==> src/rtl/ppu_ctrl_pkg.sv <==
// Shared types and constants for the PPU control commit scheduler.
package ppu_ctrl_pkg;

  typedef enum logic [1:0] {
    StIdle,
    StPending,
    StSync,
    StDone
  } commit_state_e;

  localparam logic [1:0] PPU_REG_BGSCROLL = 2'd0;
  localparam logic [1:0] PPU_REG_FGSCROLL = 2'd1;
  localparam logic [1:0] PPU_REG_ENABLE   = 2'd2;
  localparam logic [1:0] PPU_REG_BGCOLOR  = 2'd3;

  localparam logic [31:0] BGSCROLL_RST = 32'h0001_0000;
  localparam logic [31:0] FGSCROLL_RST = 32'h0000_0000;
  localparam logic [2:0]  ENABLE_RST   = 3'b111;
  localparam logic [23:0] BGCOLOR_RST  = 24'h00_0000;

endpackage

==> src/rtl/ppu_ctrl_commit_sched.sv <==
// CPU-side staging of PPU control registers; schedules the vblank-aligned sync strobe
// that copies them into the double-buffered PPU registers.
module ppu_ctrl_commit_sched
  import ppu_ctrl_pkg::*;
#(
  parameter bit          AUTO_SYNC   = 1'b0,
  parameter int unsigned FRAME_CNT_W = 16
) (
  input  logic                   clk,
  input  logic                   rst_n,
  input  logic                   vblank_start,
  input  logic                   wr_en,
  input  logic [1:0]             wr_addr,
  input  logic [31:0]            wr_data,
  output logic                   wr_ready,
  input  logic                   commit_valid,
  output logic                   commit_ready,
  output logic                   commit_done,
  output logic                   commit_pending,
  output logic [31:0]            ppu_bgscroll,
  output logic [31:0]            ppu_fgscroll,
  output logic [2:0]             ppu_enable,
  output logic [23:0]            ppu_bgcolor,
  output logic                   sync,
  output logic [FRAME_CNT_W-1:0] frame_count
);

  commit_state_e state_q, state_d;

  logic [31:0]            bgscroll_q, fgscroll_q;
  logic [2:0]             enable_q;
  logic [23:0]            bgcolor_q;
  logic                   sync_q, done_q, pending_q;
  logic [FRAME_CNT_W-1:0] frame_q;
  logic                   wr_accept;

  always_comb begin
    state_d = state_q;
    unique case (state_q)
      StIdle:    if (commit_valid) state_d = StPending;
      // A vblank coinciding with acceptance is seen in StIdle, so that commit waits a frame.
      StPending: if (vblank_start) state_d = StSync;
      StSync:    state_d = StDone;
      StDone:    state_d = StIdle;
      default:   state_d = StIdle;
    endcase
  end

  assign wr_ready     = (state_q == StIdle);
  assign commit_ready = (state_q == StIdle);
  assign wr_accept    = wr_en && wr_ready;

  always_ff @(posedge clk or negedge rst_n) begin
    if (!rst_n) begin
      state_q   <= StIdle;
      sync_q    <= 1'b0;
      done_q    <= 1'b0;
      pending_q <= 1'b0;
      frame_q   <= '0;
    end else begin
      state_q   <= state_d;
      // Auto mode strobes on every vblank without walking the handshake FSM.
      sync_q    <= (state_d == StSync) || (AUTO_SYNC && vblank_start);
      done_q    <= (state_d == StDone);
      pending_q <= (state_d == StPending) || (state_d == StSync);
      if (vblank_start) frame_q <= frame_q + FRAME_CNT_W'(1);
    end
  end

  always_ff @(posedge clk or negedge rst_n) begin
    if (!rst_n) begin
      bgscroll_q <= BGSCROLL_RST;
      fgscroll_q <= FGSCROLL_RST;
      enable_q   <= ENABLE_RST;
      bgcolor_q  <= BGCOLOR_RST;
    end else if (wr_accept) begin
      unique case (wr_addr)
        PPU_REG_BGSCROLL: bgscroll_q <= wr_data;
        PPU_REG_FGSCROLL: fgscroll_q <= wr_data;
        PPU_REG_ENABLE:   enable_q   <= wr_data[2:0];
        PPU_REG_BGCOLOR:  bgcolor_q  <= wr_data[23:0];
        default:          ;
      endcase
    end
  end

  assign ppu_bgscroll   = bgscroll_q;
  assign ppu_fgscroll   = fgscroll_q;
  assign ppu_enable     = enable_q;
  assign ppu_bgcolor    = bgcolor_q;
  assign sync           = sync_q;
  assign commit_done    = done_q;
  assign commit_pending = pending_q;
  assign frame_count    = frame_q;

endmodule

==> config.mk <==
export PLATFORM = sky130hd
export DESIGN_NAME = ppu_ctrl_commit_sched
export DESIGN_NICKNAME = d
export VERILOG_FILES = /design/src/rtl/ppu_ctrl_pkg.sv /design/src/rtl/ppu_ctrl_commit_sched.sv
export SDC_FILE = /design/constraint.sdc
export NUM_CORES = 1
export LEC_CHECK = 0
export ABC_AREA = 1
export BUFFER_PORTS_ARGS = -buffer_cell sky130_fd_sc_hd__buf_2
export CAP_MARGIN = 0
export CELL_PAD_IN_SITES_DETAIL_PLACEMENT = 1
export CELL_PAD_IN_SITES_GLOBAL_PLACEMENT = 1
export CORE_MARGIN = 2
export CORE_UTILIZATION = 40
export DETAILED_ROUTE_END_ITERATION = 8
export GPL_ROUTABILITY_DRIVEN = 0
export PLACE_DENSITY_LB_ADDON = 0.1
export RECOVER_POWER = 100
export SLEW_MARGIN = 15
export SYNTH_ARGS = -nofsm -noshare
export SYNTH_HDL_FRONTEND = slang
export SYNTH_SLANG_ARGS = --single-unit
export TNS_END_PERCENT = 30
==> constraint.sdc <==
create_clock -name clk -period 3.5 [get_ports clk]
set_clock_uncertainty 0.2 [all_clocks]
set_input_delay 0.525 -clock clk [delete_from_list [all_inputs] [get_ports clk]]
set_output_delay 0.525 -clock clk [all_outputs]
set_load 0.01 [all_outputs]
======== Word level (Yosys, flattened, before mapping) ========
Index checks and enable logic that the tools add are counted.
storage, ports and cells
  register bits after elaboration ......... 112
  bits of input ports ..................... 39
  output and inout bits ................... 112
  word-level logic and storage cells ...... 30
cells by class
  $add $sub $neg .......................... 1
  equal/unequal tests ..................... 9
  mux-type cells .......................... 3
  reduce and logical (&&, ||, !) cells .... 8
operator list
  cell                                                  count
  adder 16 x 1 -> 16 bit (second input constant)        1
  equality test 2 bit (second input constant)           6
  one-hot mux 2 bit (4 select lines)                    1
  AND reduction 2 bit                                   4
  equality test 2 x 1 -> 1 bit (second input constant)  3
  logical NOT 2 bit                                     2
  two-way mux 2 bit                                     2
  logical AND 1 bit                                     1
  logical OR 1 bit                                      1

======== Logic depth before layout (Yosys ltp) ========
  word-level depth ........................ 4
  mapped depth ............................ 9

======== Worst setup path after synthesis ========
OpenSTA, ideal clock, no wires.
  path type ............................... input-to-reg
  from .................................... in wr_en
  to ...................................... reg bgcolor_q[22] (netlist: ppu_bgcolor[22])
  arrival time ............................ 1212 ps
  data required time ...................... 3179 ps
  setup slack ............................. 1967 ps
  cell stages on the path ................. 7
  buffers on the path ..................... 2
  cell sequence ........................... inv_1 -> nor2_8 -> nand3_4 -> buf_6 -> buf_8 -> nand2_1 -> o21ai_1
on the way
  longest elaborated chain between the ends .. 2
ends and longest elaborated chain
  element                        RTL line                     text
  from (decl)                    ppu_ctrl_commit_sched.sv:12  input logic wr_en,
  logical AND 1 bit              ppu_ctrl_commit_sched.sv:51  assign wr_accept = wr_en && wr_ready;
  AND reduction 2 bit (no line)  -
  to (signal assigned)           ppu_ctrl_commit_sched.sv:81  PPU_REG_BGCOLOR: bgcolor_q <= wr_data[23:0];
  to (decl)                      ppu_ctrl_commit_sched.sv:32  logic [23:0] bgcolor_q;
No other way between the ends.
A chain may end at the register's enable or synchronous reset.

======== Worst setup path after layout ========
  from .................................... reg state_q[1]
  to ...................................... reg bgcolor_q[7] (netlist: ppu_bgcolor[7])
on the way
  longest elaborated chain between the ends .. 3
ends and longest elaborated chain
  element                        RTL line                     text
  from (decl)                    ppu_ctrl_commit_sched.sv:28  commit_state_e state_q, state_d;
  from (signal assigned)         ppu_ctrl_commit_sched.sv:55  state_q <= StIdle;
  from (signal assigned)         ppu_ctrl_commit_sched.sv:61  state_q <= state_d;
  logical NOT 2 bit              ppu_ctrl_commit_sched.sv:49  assign wr_ready = (state_q == StIdle);
  logical AND 1 bit              ppu_ctrl_commit_sched.sv:51
  AND reduction 2 bit (no line)  -
No other way between the ends.

==> summary.txt <==
CTS clk-pin slew, worst paths = 0.10 ns
Syn Nets = 491
Post-synth top cells = 117 x nand2_1, 108 x dfrtp_1, 51 x o21ai_0
Power Density = 812 nW/um2
First-pass GRT wire length = 18.2 mm
Main flop type after synthesis = dfrtp_1
Area leader, netlist = dfrtp_1
Root buffer cell = clkbuf_8
Num CTS Buffers = 9
Resize count post-CTS = 0
Row Count = 38
CTS tree = yes
Router iterations before antenna repair = 4
Synthesized flop and latch total = 112
Max-slew violation count = 0
Final Hold Viols = 0
Asr flop ratio synth = 100%
CP max FO = 48
Crit path capture type = flop
Routed wire length = 11.0 mm
Placed cells = 722
Post-Synthesis Cell Area = 4450 um2
Core area = 10800 um2
Vias in the first global route = 3635
Peak supply drop = 0.000349 V
H-tree depth = 3
Final ANT Viol Nets = 0
WS Path Type = reg -> reg
Via/cell ratio = 4.75
Post-DP HPWL = 7.93 mm
Top-count cell post-synth = nand2_1
Via count = 3506
Post-CTS setup buffer count = 0
Hold Path Class = in -> reg
Share of layout cells above drive strength 1 = 10.9%
Number of antenna diodes = 0
DP Area = 5250 um2
IO Count = 151
Post-synth top area share = 60.7%
LEAKAGE = 2.60 nW
Post-synthesis cell count = 450
Setup Viol. Count Final = 0
Mapped Avg Cell Area = 9.89 um2
Area Overhead vs Synth = 17.7%
Crit path launch type = flop
Final worst path period share = 64.6%
IO Port Bufs = 150
CTS hold repair buffers = 1
DR iter-0 viols = 168
Netlist cell types = 26
YS warnings = 0
Max Cap Violations = 0
Die Span Y = 109 um
Nets@finish = 635
EDFF count, synth = 0
Slew margin rel. = 18.7%
Finished Cell Area = 5240 um2
Initial Util = 41.1%
Initial antenna violation count = 0
Outcome = finished clean
Worst Tran Pin Value = 1.22 ns
Die area = 12000 um2
Bufs on Longest Clock Path = 2
Setup TNS = 0 ns
CP required = 3.55 ns
CTS sink count = 112
RSZ-0062 raised after global routing = no
WL/cell = 14.9 um
Ranking of synthesized cells by area = dfrtp_1 61%, nand2_1 9.9%, o21ai_0 5.7%
Total Routing Usage GR = 19.7%
Hold_ws = 0.196 ns
Die Wd = 109 um
Max frequency = 442 MHz
GR Overflow Total = 0
DR DRC count = 0
Clock latency on the worst-skew pair = 0.37 ns
Pin count of the biggest net entering global routing = 68
Period minus WS final = 2.26 ns
CP Data Arrival Time = 2.31 ns
Final std cells w/o fill = 738
Sequential area share after synthesis = 63.1%
-- registers in the layout, summed over array words and instances, names as in the netlist --
signal          cells
commit_done         1
commit_pending      1
frame_count        16
ppu_bgcolor        24
ppu_bgscroll       32
ppu_enable          3
ppu_fgscroll       32
state_q             2
sync                1
-- power by group --
part,switching [mW],total [mW],internal (mW)
sequential,0.341,2.19,1.85
combinational,0.885,1.37,0.482
clock,0.425,0.701,0.275
-- logic make-up (layout without fill, tap and decap cells) --
group	Yosys count	after routing	synth area share (%)
AOI/OAI and AO/OA	95	95	11.0
adders and majority gates	2	2	0.562
and+or+nand+nor	160	160	15.6
DFF	112	112	63.1
xor gates and xnor gates	10	10	1.97
buffers and inverters	71	219	7.70
-- per-layer routing --
metal / track usage (%) / part of all wire, % / up-vias
li1: - / - / 1702
met1: 25.2 / 45 / 1689
met2: 31.5 / 46 / 99
met3: 5.51 / 6.9 / 16
met4: 8.05 / 2.3 / 0
met5: 0 / 0 / -
-- metrics by stage --
| step | total power, mW | setup slack (ns) | util [%] |
|---|---|---|---|
| after floorplan | 3.02 | 1.97 | - |
| after global placement | 3.72 | 1.56 | 48.4 |
| after detailed placement | 3.81 | 1.48 | 48.4 |
| after CTS | 4.52 | 1.56 | 50.1 |
| after global routing | 4.62 | 1.00 | 48.3 |
| final | 4.25 | 1.24 | 48.3 |
-- cell usage in the layout (no fill, tap or decap) --
master,count
o22ai_1,1
inv_1,51
nand2_4,2
inv_6,1
ha_1,2
clkinv_4,1
nand3_4,1
xnor2_1,6
xor2_1,4
dfstp_2,4
nand2_1,120
nand2_2,3
nand3_1,9
dlygate4sd3_1,1
nor3_1,1
clkinv_2,3
buf_2,37
clkbuf_2,1
inv_2,1
o21ai_0,89
o21ai_1,5
dfrtp_1,108
nor2_1,20
clkbuf_1,112
buf_12,1
nand4_1,4
clkbuf_8,10
-- cell type report --
cell class / instances / area, um2
fill: 1343 / 5600
multi-input combinational: 267 / 1250
sequential: 112 / 2810
clock inverter: 5 / 32.5
tap: 140 / 175
clock buffer: 10 / 138
timing repair buffer: 152 / 641
inverter: 52 / 195
-- final timing paths --
| kind | startpoint | end | slack [ns] | depth (start not counted) |
|---|---|---|---|---|
| worst min-delay path | wr_data[29] | ppu_fgscroll[29] | 0.20 | 3 |
| max in group asynchronous | rst_n | ppu_enable[1] | 1.38 | 3 |
| worst max register to register | state_q[1] | ppu_bgcolor[7] | 1.24 | 6 |
| worst min register to register | ppu_fgscroll[1] | ppu_fgscroll[1] | 0.29 | 2 |
| min in group asynchronous | rst_n | ppu_fgscroll[9] | 0.73 | 2 |
| worst max-delay path | state_q[1] | ppu_bgcolor[7] | 1.24 | 6 |
-- worst max-delay path: stages, from the launching register on --
cell	delay (ns)
dfrtp_1	0.40
inv_1	0.12
nand2_1	0.11
nor2_1	0.46
nand3_4	0.54
nand2_1	0.20
o21ai_0	0.10
No activity file was read; power rests on OpenSTA's default activity.
